<file path="src/rtl/hazard_stall_ctrl.sv">
// hazard_stall_ctrl
// -----------------------------------------------------------------------------
// Pipeline hazard controller for the 5-stage RV32 core. It sequences the PC,
// IF/ID, ID/EX and EX stage enables around three events, listed here in
// priority order:
//   1. a taken branch or jump resolved in EX,
//   2. a multi-cycle EX op (mul/div),
//   3. a load-use hazard.
// Operand forwarding is a separate unit. This block only produces the stalls
// and bubbles that forwarding cannot cover.
//
// Optional feature, enabled by defining the macro STALL_PERF_CNT_EN:
//   stall_cnt counts the cycles with rst=0 and pcWrite=0. It saturates at
//   all-ones and is cleared by rst. With the macro undefined, stall_cnt is
//   tied to 0 and no counter flops are built.
//
// Ports:
//   clk            clock
//   rst            synchronous active-high reset
//   id_Rs1/id_Rs2  source registers of the instruction in ID
//   ex_Rd          destination register of the instruction in EX
//   ex_memRead     the EX instruction is a load
//   ex_mcOp        EX holds a multi-cycle op (level; stays high while in EX)
//   ex_branchTaken the branch/jump in EX resolved taken
//   pcWrite        PC update enable
//   ifidWrite      IF/ID register enable
//   ifidFlush      zero IF/ID (insert NOP)
//   idexFlush      zero ID/EX control (bubble)
//   exHold         freeze ID/EX and the EX unit; EX/MEM receives a bubble
//   mc_busy        high while waiting out a multi-cycle op (MC_WAIT)
//   stall_cnt      stall-cycle count (0 unless STALL_PERF_CNT_EN)
//
// Handshake / timing: there is no valid/ready traffic. All outputs are
// combinational from the registered state and the current inputs. The only
// registered values are the FSM state, the multi-cycle down-counter and,
// when enabled, the performance counter. The internal signal 'state' holds
// the FSM state for debug probing.
// -----------------------------------------------------------------------------
module hazard_stall_ctrl #(
  parameter int REG_NUM_BITWIDTH = 5,
  parameter int MC_LATENCY       = 4,
  parameter int CNT_BITWIDTH     = 16
) (
  input  logic                        clk,
  input  logic                        rst,
  input  logic [REG_NUM_BITWIDTH-1:0] id_Rs1,
  input  logic [REG_NUM_BITWIDTH-1:0] id_Rs2,
  input  logic [REG_NUM_BITWIDTH-1:0] ex_Rd,
  input  logic                        ex_memRead,
  input  logic                        ex_mcOp,
  input  logic                        ex_branchTaken,
  output logic                        pcWrite,
  output logic                        ifidWrite,
  output logic                        ifidFlush,
  output logic                        idexFlush,
  output logic                        exHold,
  output logic                        mc_busy,
  output logic [CNT_BITWIDTH-1:0]     stall_cnt
);

  // The down-counter only ever holds values in the range 0..MC_LATENCY-1.
  localparam int CW = (MC_LATENCY < 1) ? 1 : $clog2(MC_LATENCY + 1);

  typedef enum logic [1:0] {
    RUN     = 2'd0,
    MC_WAIT = 2'd1,
    MC_DONE = 2'd2
  } state_t;

  state_t        state, state_nxt;
  logic [CW-1:0] cnt, cnt_nxt;
  logic          luse;

  // A load in EX writes a register that the instruction in ID reads.
  // x0 never creates a dependency.
  assign luse = ex_memRead && (ex_Rd != '0) &&
                ((ex_Rd == id_Rs1) || (ex_Rd == id_Rs2));

  always_ff @(posedge clk) begin
    if (rst) begin
      state <= RUN;
      cnt   <= '0;
    end else begin
      state <= state_nxt;
      cnt   <= cnt_nxt;
    end
  end

  always_comb begin
    state_nxt = state;
    cnt_nxt   = cnt;
    pcWrite   = 1'b1;
    ifidWrite = 1'b1;
    ifidFlush = 1'b0;
    idexFlush = 1'b0;
    exHold    = 1'b0;
    mc_busy   = 1'b0;

    if (rst) begin
      // Fill the front of the pipe with NOPs while reset is held.
      pcWrite   = 1'b0;
      ifidWrite = 1'b0;
      ifidFlush = 1'b1;
      idexFlush = 1'b1;
      state_nxt = RUN;
      cnt_nxt   = '0;
    end else begin
      unique case (state)
        RUN: begin
          if (ex_branchTaken) begin
            // Squash the two wrong-path instructions. The PC loads the target.
            ifidFlush = 1'b1;
            idexFlush = 1'b1;
          end else if (ex_mcOp) begin
            // This is the first hold cycle. The remaining MC_LATENCY-1 cycles
            // are spent in MC_WAIT.
            exHold    = 1'b1;
            pcWrite   = 1'b0;
            ifidWrite = 1'b0;
            if (MC_LATENCY == 1) begin
              state_nxt = MC_DONE;
            end else begin
              cnt_nxt   = CW'(MC_LATENCY - 1);
              state_nxt = MC_WAIT;
            end
          end else if (luse) begin
            // Single bubble. Once the load reaches MEM, forwarding covers it.
            pcWrite   = 1'b0;
            ifidWrite = 1'b0;
            idexFlush = 1'b1;
          end
        end

        MC_WAIT: begin
          exHold    = 1'b1;
          pcWrite   = 1'b0;
          ifidWrite = 1'b0;
          mc_busy   = 1'b1;
          if (cnt == CW'(1)) begin
            cnt_nxt   = '0;
            state_nxt = MC_DONE;
          end else begin
            cnt_nxt = cnt - CW'(1);
          end
        end

        MC_DONE: begin
          // ex_mcOp is still high here, but it belongs to the op that is
          // releasing this cycle, so it must not restart the sequence.
          state_nxt = RUN;
          if (ex_branchTaken) begin
            ifidFlush = 1'b1;
            idexFlush = 1'b1;
          end else if (luse) begin
            pcWrite   = 1'b0;
            ifidWrite = 1'b0;
            idexFlush = 1'b1;
          end
        end

        default: begin
          state_nxt = RUN;
          cnt_nxt   = '0;
        end
      endcase
    end
  end

`ifdef STALL_PERF_CNT_EN
  logic [CNT_BITWIDTH-1:0] perf_cnt;

  always_ff @(posedge clk) begin
    if (rst) begin
      perf_cnt <= '0;
    end else if (!pcWrite && (perf_cnt != '1)) begin
      perf_cnt <= perf_cnt + CNT_BITWIDTH'(1);
    end
  end

  assign stall_cnt = perf_cnt;
`else
  assign stall_cnt = '0;
`endif

endmodule

</file>
<file path="config.mk">
export PLATFORM = sky130hd
export DESIGN_NAME = hazard_stall_ctrl
export DESIGN_NICKNAME = d
export VERILOG_FILES = /design/src/rtl/hazard_stall_ctrl.sv
export SDC_FILE = /design/constraint.sdc
export NUM_CORES = 1
export LEC_CHECK = 0
export ABC_AREA = 1
export CORE_MARGIN = 2
export CORE_UTILIZATION = 35
export CTS_CLUSTER_DIAMETER = 200
export DETAILED_ROUTE_END_ITERATION = 6
export HOLD_SLACK_MARGIN = 0.02
export PLACE_DENSITY = 0.79
export SETUP_SLACK_MARGIN = 0.02
export SYNTH_ARGS = -nofsm -noshare
export SYNTH_HDL_FRONTEND = slang
export SYNTH_SLANG_ARGS = --single-unit
</file>
<file path="constraint.sdc">
create_clock -name clk -period 1.15 [get_ports clk]
set_clock_uncertainty 0.05 [all_clocks]
set_input_delay 0.115 -clock clk [delete_from_list [all_inputs] [get_ports clk]]
set_output_delay 0.115 -clock clk [all_outputs]
set_load 0.05 [all_outputs]
</file>
== Word-level counts from Yosys, hierarchy flattened ==
Cells that the tools add are included.

* Input bits: 20
* Register bits after elaboration: 5
* Output and inout port bits: 22
* Bits in writable memories: 0
* Bits in read-only memories: 0
* Bits in latches: 0
* Word-level logic and storage cells: 49
* Memories kept: 0

* Muxes and demuxes: 29
* Add/subtract/negate cells: 1
* Equality and inequality tests: 8
* Reduce and logical (&&, ||, !) cells: 8
* Multipliers: 0
* Magnitude comparators: 0
* Bitwise operators: 1
* Divide/modulo/power cells: 0
* Shift-type cells: 0

{| class="wikitable"
|+ Operators with widths
! operator !! number
|-
| $mux 1 || 18
|-
| $eq 5x5->1 || 2
|-
| $mux 3 || 3
|-
| $pmux 3 s3 || 1
|-
| $mux 2 || 3
|-
| $ne 2x2->1 const B || 3
|-
| $reduce_and 3->1 || 2
|-
| $reduce_bool 5->1 || 1
|-
| $pmux 1 s2 || 2
|-
| $pmux 2 s2 || 1
|-
| $eq 3x1->1 const B || 1
|-
| $pmux 1 s3 || 1
|-
| $sub 3x1->3 const B || 1
|-
| $eq 2x1->1 const B || 1
|-
| $eq 2x2->1 const B || 1
|-
| $logic_and 1x1->1 || 2
|-
| $logic_not 2->1 || 1
|-
| $reduce_or 2->1 || 1
|-
| $logic_or 1x1->1 || 1
|-
| $not 1->1 || 1
|}

== Depth between registers and ports, before layout ==
* Depth after elaboration: 8
* Gate-level depth with buffers: 10
* Mapped depth without buffers: 9

== Worst setup path after synthesis ==
Ideal clock, no wire load.

* Path kind: register to output
* From: register state[0]
* To: output port pcWrite
* Path buffers: 1
* Data arrival time: 1.722 ns
* Stages on the path, launching flop included: 5
* Setup slack: -0.737 ns
* Required time: 0.985 ns
* Path through: dfxtp_1 -> nand2_1 -> nand2_1 -> a21oi_1 -> buf_4

* Longest elaborated chain between the ends: 3
* Elaborated cells on any way between the ends: 5
* Those cells by class: eq/ne: 2; mux: 2; reduce/logical: 1

{| class="wikitable"
|+ Ends and longest elaborated chain
! item !! line !! source
|-
| start: declaration || 70 || <nowiki>state_t state, state_nxt;</nowiki>
|-
| start signal: assignment || 84 || <nowiki>state <= state_nxt;</nowiki>
|-
| $eq 2x2->1 (tied with other cells) || n/a ||
|-
| $pmux 1 s3 (*) || n/a ||
|-
| $mux 1 (*) || n/a ||
|-
| end: declaration || 52 || <nowiki>output logic pcWrite,</nowiki>
|}

Every way passes the cells marked *; elsewhere a longest branch is shown, timed or not.

== Worst setup path after layout ==
* From: register state[0]
* To: output port ifidWrite

* Longest elaborated chain between the ends: 3
* Elaborated cells on any way between the ends: 5
* Those cells by class: eq/ne: 2; mux: 2; reduce/logical: 1

{| class="wikitable"
|+ Ends and longest elaborated chain
! item !! line !! source
|-
| $eq 2x2->1 (tied with other cells) || 108 || <nowiki>unique case (state)</nowiki>
|-
| $pmux 1 s3 (*) || 108 ||
|-
| $mux 1 (*) || 99 || <nowiki>if (rst) begin</nowiki>
|-
| end: declaration || 53 || <nowiki>output logic ifidWrite,</nowiki>
|}

Marked as above.

==> reports/qor.csv <==
stage;metric;value;unit
hold_path;hold_path_class;in2reg;
global_routing;grt_pass1_wl;2500;um
worst_setup_path;worstPathArrival;1.25;ns
route;drtIter0Drc;11;
cts;worstSkewPairLatency;0.25;ns
cts;clk_pin_slew;0.05;ns
synthesis;synthMuxAreaShare;0;
synthesis;synth.distinct_cells;20;
timing;maxSlewViolCount;0;
synthesis;synth_top_family_by_area;buffers and inverters;
place;placed_area;976;sq um
final_layout;layout_common_cells;27 x nand2_1, 16 x conb_1, 13 x inv_1, 8 x inv_2, 8 x dlygate4sd2_1;
hold_path;worstHoldEndpoint;cnt[2]$_SDFFE_PP0P_;
cts;clk_path_buf_depth;2;
route;routed_wl;1710;um
worst_setup_path;required;0.99;ns
worst_setup_path;r2r_slack;0.01;ns
route;drtAntennaViolNets;0;
floorplanning;die_x;46.6;um
hold_path;hp-start;rst;
synthesis;synthCells;108;
job;maxCapViolCount;0;
synthesis;synth_top_area_share;0.201;
route;num_vias;737;
final_layout;post-route-util;0.606;
cts;clkSinkCount;5;
worst_setup_path;endpoint_kind;primary output;
timing;finalCriticalPeriod;1.42;ns
timing;rsz0062_at_grt;yes;
floorplanning;start_util;0.371;
timing;period_share;1.23;
timing;finalHoldViolations;0;
cts;root_buffer;clkbuf_4;
global_routing;grt_max_degree;6;
floorplanning;die_height;46.6;um
route;wire_per_inst;10.2;um
final_layout;final_common_cell;nand2_1;
hold_path;holdPathStages;2;
final_layout;final.fill_count;157;
worst_setup_path;crit_fanout;5;
synthesis;synth_adder_area_share;0.0394;
synthesis;ys_dominant_reg_cell;dfxtp_1;
pwr;power.density;909;nW/um^2
floorplanning;die-area;2170;sq um
cts;h-tree-depth;1;
global_routing;grt_pass1_vias;662;
worst_setup_path;worstSetupPathType;reg2out;
final_layout;drive_gt1_frac;0.345;
timing;fin_ws;-0.266;ns
route;via_per_inst;4.41;
floorplanning;rows;15;
synthesis;synth_area_leaders;buf_4 20%, nand2_1 20%, dfxtp_1 16%;
status;status;complete, but fails checks;
timing;setup_viol_count_final;6;
pwr;ir_worst_vdd;0.709;mV
worst_setup_path;r2r_start;state[0]$_SDFFE_PP0P_;
final_layout;finalNetCount;165;
synthesis;synth_xor_xnor_area_share;0.0414;
status;violations;setup timing;
synthesis;synth_compound_area_frac;0.120;
global_routing;grt.overflow.total;0;
worst_setup_path;r2r_end;cnt[0]$_SDFFE_PP0P_;
cts;cts_tree;yes;
place;gp_congestion;0.816;
final_layout;synthToLayoutAreaGrowth;63.1;%
worst_setup_path;r2r.worst_path.cells;5;
final_layout;n_antenna_cell;0;
final_layout;finalInstanceArea;1030;sq um
synthesis;synth.avg_cell_area;5.87;sq um
synthesis;yosysTopAreaCell;buf_4;
global_routing;track_usage;0.167;
synthesis;async_flop_share;0;
place;dp_hpwl;1320;um
synthesis;synth-seq-cells;5;
timing;hold_slack;0.217;ns
synthesis;yosysSeqAreaShare;0.158;
floorplanning;io_pins;42;
synthesis;synth_edf_count;0;
pwr;leakagePower;0.540;nW
timing;finalSetupTns;-1.21;ns
cts;cts-buffers-inserted;3;
route;drcViolationCount;0;
synthesis;synth-warning-count;0;
timing;fmax;0.706;GHz
synthesis;synthSimpleGateAreaFrac;0.310;
worst_setup_path;cp-start-kind;register;
floorplanning;core_area;1710;sq um
cts;holdBufCountCts;0;
global_routing;antenna_found_initial;0;
place;io_buffers;25;
route;dr.pass1.iters;4;
synthesis;syn_area;634;sq um
-- power by group --
group | internal, mW | total [mW] | leakage (nW) | switching [mW]
clock network | 0.132 | 0.211 | 0.0150 | 0.0789
registers | 0.191 | 0.209 | 0.0428 | 0.0189
logic | 0.191 | 0.521 | 0.482 | 0.330
-- how the worst max path moves through the flow --
stage | startpoint | end | slack, ns | cells after the start
after floorplan | state[1]$_SDFFE_PP0P_ | pcWrite | -0.18 | 5
after global placement | ex_Rd[2] | ifidWrite | -0.50 | 9
after detailed placement | ex_Rd[2] | ifidWrite | -0.58 | 9
after CTS | state[0]$_SDFFE_PP0P_ | ifidWrite | -0.25 | 4
after global routing | state[0]$_SDFFE_PP0P_ | ifidWrite | -0.32 | 4
final | state[0]$_SDFFE_PP0P_ | ifidWrite | -0.27 | 4
-- sequential cells by signal, indices dropped and copies added (netlist names) --
signal,count
state,2
cnt,3
-- what timing repair did --
item	CTS	global route
gates cloned	0	0
pin swaps	8	12
buffers inserted	3	0
gates resized for setup	31	21
setup endpoints to repair	9	9
hold endpoints to repair	0	0
-- stage by stage --
stage	power, mW	cells	setup slack [ns]
detailed placement	0.711	160	-0.583
global route	0.999	167	-0.324
finish	0.941	167	-0.266
CTS	0.929	167	-0.253
global placement	0.696	160	-0.501
floorplan	0.566	123	-0.182
-- Yosys cell counts (3+ instances only) --
cell and number:
nand2_1 33, nand3_1 3, nor2_1 8, a21oi_1 4
inv_1 17, dfxtp_1 5, inv_2 3, buf_4 17
-- worst max-delay path, stage by stage, from the launching register on --
cell     delay [ns]
dfxtp_4        0.37
o21ai_4        0.16
nand2_2        0.09
a21oi_4        0.21
buf_12         0.16
-- routing by layer --
layer / routed length (um) / global-route usage / vias up
met5: 0 / 0 / -
met4: 29 / 0.0686 / 0
met3: 104 / 0.0784 / 4
met2: 984 / 0.306 / 29
met1: 591 / 0.158 / 339
li1: - / - / 365
-- logic make-up after synthesis --
family          count (synthesis)
flops                           5
fa+ha+maj                       2
simple gates                   48
xor+xnor                        3
buf+inv                        38
compound gates                 11
other cells                     1
-- cell type report --
| class | count | area [sq um] | area share |
|---|---|---|---|
| Clock buffer | 4 | 26.3 | 0.0254 |
| Timing Repair Buffer | 32 | 332 | 0.320 |
| Multi-Input combinational cell | 80 | 458 | 0.443 |
| Tap cell | 25 | 31.3 | 0.0302 |
| Sequential cell | 5 | 109 | 0.105 |
| Inverter | 21 | 78.8 | 0.0762 |
(Power assumes the default switching activity.)
